==> src/rtl/fetch_unit.sv <==
// fetch_unit: instruction fetch stage. Owns the PC, drives a 1-cycle
// synchronous imem, resolves J-type jumps locally, accepts execute
// redirects and buffers fetched words in a DEPTH-entry FIFO.
// Ports: clk, rst (async, active-high);
//   imem_req/imem_addr out, imem_rdata in (instruction memory);
//   instr_out/pc_out/instr_valid out, decode_ready in (decode);
//   redirect_valid/redirect_pc in (taken branch from execute).
module fetch_unit #(
  parameter logic [31:0] RESET_PC = 32'h0000_0000,
  parameter int unsigned DEPTH    = 2
) (
  input  logic        clk,
  input  logic        rst,
  output logic        imem_req,
  output logic [31:0] imem_addr,
  input  logic [31:0] imem_rdata,
  output logic [31:0] instr_out,
  output logic [31:0] pc_out,
  output logic        instr_valid,
  input  logic        decode_ready,
  input  logic        redirect_valid,
  input  logic [31:0] redirect_pc
);

  localparam int PW = (DEPTH > 1) ? $clog2(DEPTH) : 1;
  localparam int CW = $clog2(DEPTH + 1);

  typedef enum logic {S_RESET, S_RUN} state_t;

  state_t state;
  state_t state_nxt;
  logic   running;

  logic [31:0]   fetch_pc;
  logic [31:0]   req_pc;
  logic          resp_pending;
  logic [31:0]   buf_instr [DEPTH];
  logic [31:0]   buf_pc    [DEPTH];
  logic [PW-1:0] head;
  logic [PW-1:0] tail;
  logic [CW-1:0] count;

  logic          accepted;
  logic          jump;
  logic          pop;
  logic [CW:0]   occ;
  logic [31:0]   req_pc_plus4;
  logic [31:0]   jump_target;
  logic [31:0]   redirect_target;
  logic [31:0]   next_addr;

  function automatic logic [PW-1:0] ptr_inc(
    input logic [PW-1:0] p
  );
    return (p == PW'(DEPTH - 1)) ? '0 : p + PW'(1);
  endfunction

  always_ff @(posedge clk or posedge rst) begin
    if (rst) state <= S_RESET;
    else     state <= state_nxt;
  end

  always_comb begin
    state_nxt = state;
    unique case (state)
      S_RESET: state_nxt = S_RUN;
      S_RUN:   state_nxt = S_RUN;
    endcase
  end

  always_comb begin
    running = 1'b0;
    unique case (state)
      S_RESET: running = 1'b0;
      S_RUN:   running = 1'b1;
    endcase
  end

  assign redirect_target = redirect_pc & 32'hFFFF_FFFC;
  assign req_pc_plus4    = req_pc + 32'd4;
  assign jump_target     = (req_pc_plus4 & 32'hF000_0000)
                         | {4'b0, imem_rdata[25:0], 2'b00};

  // A redirect kills the response arriving in the same cycle,
  // including a jump word.
  assign accepted = resp_pending && !redirect_valid;
  assign jump     = accepted
                 && (imem_rdata[31:26] == 6'b110000);

  assign instr_valid = (count != '0) && !redirect_valid;
  assign pop         = instr_valid && decode_ready;

  // Occupancy after this cycle's push/pop. Requesting only when it
  // is below DEPTH leaves a slot for the response next cycle.
  assign occ = (CW+1)'(count) + (CW+1)'(accepted)
             - (CW+1)'(pop);
  assign imem_req = running && !redirect_valid
                 && (occ < (CW+1)'(DEPTH));

  always_comb begin
    next_addr = fetch_pc;
    unique case (1'b1)
      redirect_valid: next_addr = redirect_target;
      jump:           next_addr = jump_target;
      default:        next_addr = fetch_pc;
    endcase
  end

  assign imem_addr = next_addr;
  assign instr_out = instr_valid ? buf_instr[head] : '0;
  assign pc_out    = instr_valid ? buf_pc[head]    : '0;

  // Without a request, fetch_pc still captures a redirect or
  // jump target so it is used once space frees up.
  always_ff @(posedge clk or posedge rst) begin
    if (rst) begin
      fetch_pc     <= RESET_PC;
      req_pc       <= '0;
      resp_pending <= 1'b0;
    end else begin
      resp_pending <= imem_req;
      if (imem_req) req_pc <= imem_addr;
      fetch_pc <= imem_req ? next_addr + 32'd4 : next_addr;
    end
  end

  always_ff @(posedge clk or posedge rst) begin
    if (rst) begin
      head  <= '0;
      tail  <= '0;
      count <= '0;
    end else if (redirect_valid) begin
      head  <= '0;
      tail  <= '0;
      count <= '0;
    end else begin
      if (accepted) tail <= ptr_inc(tail);
      if (pop)      head <= ptr_inc(head);
      count <= count + CW'(accepted) - CW'(pop);
    end
  end

  always_ff @(posedge clk) begin
    if (accepted) begin
      buf_instr[tail] <= imem_rdata;
      buf_pc[tail]    <= req_pc;
    end
  end

endmodule

==> config.mk <==
export PLATFORM = sky130hd
export DESIGN_NAME = fetch_unit
export DESIGN_NICKNAME = d
export VERILOG_FILES = /design/src/rtl/fetch_unit.sv
export SDC_FILE = /design/constraint.sdc
export NUM_CORES = 1
export LEC_CHECK = 0
export BUFFER_PORTS_ARGS = -buffer_cell sky130_fd_sc_hd__buf_2
export CAP_MARGIN = 0
export CORE_MARGIN = 8
export CORE_UTILIZATION = 55
export DETAILED_ROUTE_END_ITERATION = 10
export HOLD_SLACK_MARGIN = 0.08
export PLACE_DENSITY = 0.79
export SYNTH_ARGS = -nofsm -noshare
export SYNTH_HDL_FRONTEND = slang
export SYNTH_SLANG_ARGS = --single-unit
==> constraint.sdc <==
create_clock -name clk -period 7.5 [get_ports clk]
set_clock_uncertainty 0.15 [all_clocks]
set_input_delay 1.875 -clock clk [delete_from_list [all_inputs] [get_ports clk]]
set_output_delay 1.875 -clock clk [all_outputs]
set_load 0.01 [all_outputs]
Word level (Yosys, flattened, before mapping)
Memories as Yosys holds them, arrays and structs flattened.
Index checks and enable logic that the tools add are counted.
Widths: inputs -> output; s select.

operators by class
  muxes and demuxes = 14
  bitwise gates (word level) = 2
  add/sub/neg operators = 8
  magnitude comparators = 1
  reductions and logical operators = 10
  equality and inequality tests = 1

operators by type and width
  operator               number
  $mux 32                3
  $add 32x3->32 const B  2
  $pmux 32 s2            1
  $or 32x28->32          1
  $mux 1                 8
  $eq 6x6->1 const B     1
  $logic_and 1x1->1      6
  $reduce_bool 2->1      3
  $add 2x1->3            1
  $lt 3x2->1 const B     1
  $sub 3x1->3            1
  $add 1x1->1 const B    2
  $add 2x1->2            1
  $mux 2                 1
  $pmux 1 s2             1
  $sub 2x1->2            1
  $logic_not 1->1        1
  $not 1->1              1

word-level totals
  bits in writable memories = 128
  output and inout port bits = 98
  flip-flop bits (word level) = 70
  memories = 2
  word-level logic and storage cells = 45
  input bits = 68

memories
  memory     words  bits a word  rd ports  clocked after Yosys merged registers in  wr ports  line  source
  buf_instr  2      32           1         0                                        1         37    logic [31:0] buf_instr [DEPTH];
  buf_pc     2      32           1         0                                        1         38    logic [31:0] buf_pc [DEPTH];

Longest topological paths before layout
  depth after elaboration = 7
  depth in mapped cells = 21

Least setup slack after synthesis
Ideal clock, no wire load.

  path kind = input port to output port
  start = in redirect_valid
  end = out imem_req
  cell stages on the path = 16
  slack = 0.737 ns
  data required time = 5.475 ns
  buffers on the path = 4
  data arrival time = 4.738 ns
  cell sequence = buf_6 > inv_1 > clkbuf_1 > clkbuf_1 > o21ai_0 > inv_1 > nand2_1 > inv_1 > ha_1 > inv_1 > ha_1 > fa_1 > nor2_1 > nand3_1 > inv_2 > buf_1

on the way
  word-level cells in the longest chain between the ends = 6
  elaborated cells between the ends (all ways) = 9

RTL lines
  item                line  source
  start: declaration  21    input logic redirect_valid,
  $logic_not 1->1     90    assign instr_valid = (count != '0) && !redirect_valid;
  $logic_and 1x1->1   90
  via instr_valid     19    output logic instr_valid,
  $logic_and 1x1->1   91    assign pop = instr_valid && decode_ready;
  $sub 3x1->3         96    - (CW+1)'(pop);
  $lt 3x2->1          98    && (occ < (CW+1)'(DEPTH));
  $logic_and 1x1->1   98
  end: declaration    14    output logic imem_req,

The timed path passes the listed nets, and every way through them passes these cells.

Final worst setup path
  start = in redirect_valid
  end = out imem_req

on the way
  word-level cells in the longest chain between the ends = 6
  elaborated cells between the ends (all ways) = 9

RTL lines
  item                                                     line
  $logic_not 1->1 (*)                                      86, 90, 97
  $logic_and 1x1->1 (on tied branches)                     86, 90
  $add 2x1->3 / $logic_and 1x1->1 (equally long branches)  95, 91
  $sub 3x1->3                                              96
  $lt 3x2->1                                               98
  $logic_and 1x1->1 (*)                                    98

Mark *: on every way between the ends. The rest lies on a longest branch, timed or not.

==> flow_metrics.tcl <==
set metrics [dict create \
    r2r_slack_ns 3.05 \
    drive_above_1_share 0.3006 \
    rsz0062_at_grt "false" \
    dp.cells 951 \
    postCtsHoldBufs 0 \
    crit_buf_inv 9 \
    drt-total-wl_um 20670 \
    fin_crit_sh 0.8246 \
    post_cts_buffers 0 \
    ir_drop_uv 159.2 \
    yosysMostFrequentCell "edfxtp_1" \
    num_vias 5757 \
    min_period_ns 6.185 \
    slew_violations 0 \
    io_buffers 163 \
    maxCapViolations 0 \
    holdPathEnd "buf_pc[0][0]$_DFFE_PP_" \
    critical_path_class "input port to output pin" \
    synth-seq-cells 198 \
    ys_types 54 \
    cts_tree "built" \
    place_congestion 0.9078 \
    cp-end-kind "output pin" \
    utilization 0.6638 \
    postSynthAreaPerCell_um2 13.68 \
    fin_nets 854 \
    syn_inst 625 \
    ant_nets 0 \
    crit_fanout 20 \
    die_h_um 140.7 \
    yosysSeqAreaShare 0.6546 \
    numCtsBuffers 17 \
    p_per_area_nw_per_um2 273.7 \
    ys.flop_type "edfxtp_1" \
    setup_viol 0 \
    fp.dieArea_um2 19790 \
    h-tree-depth 4 \
    synth_top_area_frac 0.4496 \
    max-slew-margin-rel 0.2231 \
    synth_common_cells "edfxtp_1 (128), nor2_1 (79), dfrtp_1 (70)" \
    r2r-start "count[1]$_DFF_PP0_" \
    hp-start "req_pc[0]$_DFFE_PP0P_" \
    dieWidth_um 140.7 \
    io_pins 166 \
    gr-usage-all-layers 0.2099 \
    grt_max_degree 71 \
    drtPass1Iterations 5 \
    setup_tns_ns 0 \
    grt-ovfl-total 0 \
    synthTopCellsByArea "edfxtp_1 (45%), dfrtp_1 (20%), mux2i_1 (7.5%), nor2_1 (3.5%), mux2_2 (3.2%)" \
    antenna_found_initial 2 \
    min_path_type "register to register" \
    clk_latency_ns 0.42 \
    ctsRootBufferMaster "clkbuf_16" \
    wire_per_inst_um 20.98 \
    min_path_cells 0 \
    drt_iter0_markers 483 \
    core_area_um2 15200 \
    timing.rr.end "fetch_pc[28]$_DFF_PP0_" \
    cp_slowest_stage_delay_ns 0.52 \
    area_growth_pct 18.05 \
    path_cells "buf_2 > inv_1 > buf_4 > o21ai_4 > inv_1 > nand2_1 > inv_1 > ha_1 > inv_1 > ha_1 > fa_1 > nor2_1 > nand3_1 > buf_4 > inv_2 > buf_2" \
    stdcell_count 985 \
    path_common_cell "inv_1" \
    grt_pass1_vias 6033 \
    fmax_mhz 161.7 \
    syn_nets 697 \
    hold_viol_final 0 \
    reg2regPathDepth 18 \
    startpoint_type "input port" \
    async_flop_share 0.3535 \
    cts_resized 0 \
    p_leak_nw 4.084 \
    drcViolationCount 0 \
    worstPathRequired_ns 5.48 \
    yosysTopAreaCell "edfxtp_1" \
    rows 45 \
    cts_buffer_depth 2 \
    via_per_inst 5.845 \
    slowest_stage "fa_1" \
    cts.sinks 198 \
    place_hpwl_um 14320 \
    critPathArrivalTime_ns 4.16 \
    start_util 0.5623 \
    cts.reportedPaths.clkPinSlew_ns 0.07 \
    grt_pass1_wl_um 32450 \
    yosysWarnings 0 \
    crit_family "adder cells" \
    tightest_slew_ns 1.165 \
    num-fill-cells 1128 \
    synth_area_um2 8548 \
    synth_edf_count 128 \
    run_status "completed" \
]
## registers in the layout (all words and copies together) (netlist names)
signal	flops
tail	1
resp_pending	1
count	2
head	1
req_pc	32
state	1
buf_instr	64
fetch_pc	32
buf_pc	64
## routing by layer
metal	global-route usage	wire (µm)
met5	0	0
met2	0.3406	10100
met4	0.07353	341
met1	0.2678	8673
met3	0.05571	1555
## how the worst max path moves through the flow
stage	from	slack [ns]	depth (start not counted)	to
final	redirect_valid	1.32	16	imem_req
after global routing	redirect_valid	1.18	16	imem_req
after floorplan	redirect_valid	0.74	16	imem_req
after global placement	redirect_valid	1.40	16	imem_req
after detailed placement	redirect_valid	1.33	16	imem_req
after CTS	redirect_valid	1.32	16	imem_req
## final cells by class
class                      instances  area [µm²]  area share
timing repair buffer             174       898.4     0.08903
tap                              188       235.2     0.02331
sequential                       198        5599      0.5549
multi-input combinational        377        2745      0.2720
antenna                            2       5.005   0.0004960
clock buffer                      23       478.0     0.04737
clock inverter                     9       77.57    0.007688
inverter                          14       52.55    0.005208
## logic make-up after synthesis
group	share of synthesized area
other	0.0004387
and+or+nand+nor	0.1074
AOI/OAI and AO/OA	0.06382
muxes	0.1066
xor gates and xnor gates	0.03381
DFF	0.6546
adders and majority gates	0.006734
buffers and inverters	0.02664
## stage by stage
stage	power, W	hold slack [ns]	worst slack [ns]	area [µm²]
2_1_floorplan	0.001739	0.2882	0.7367	8548
3_3_place_gp	0.001899	0.2992	1.395	9530
3_5_place_dp	0.001928	0.3082	1.334	9530
4_1_cts	0.002776	0.3237	1.319	10090
5_1_grt	0.002871	0.3444	1.176	10090
6_report	0.002762	0.3209	1.315	10090
## cells in the final DEF, fill, tap and decap left out, types with 5 or more instances in the layout
master     netlist  routed
nand3_1         11      11
nand2b_1         5       5
nor2_1          79      78
buf_4            2      11
xor2_1          13      13
nand4_1          9       9
o211ai_1        15      15
and3_1          13      12
a22oi_1          6       6
o21ai_0         10       9
clkbuf_16        0      17
edfxtp_1       128     128
inv_1           13      12
buf_2            5     163
xnor2_1         20      20
a221o_1          9       9
nand2_1         34      34
dfrtp_1         70      69
a32oi_1         15      15
and2_1           6       6
mux2_2          24      24
mux2i_1         64      64
## where the power goes
part           internal [W]  switching (W)
combinational      0.000191       0.000231
clock              0.000482       0.000378
sequential          0.00135       0.000134
(Power assumes the default switching activity.)
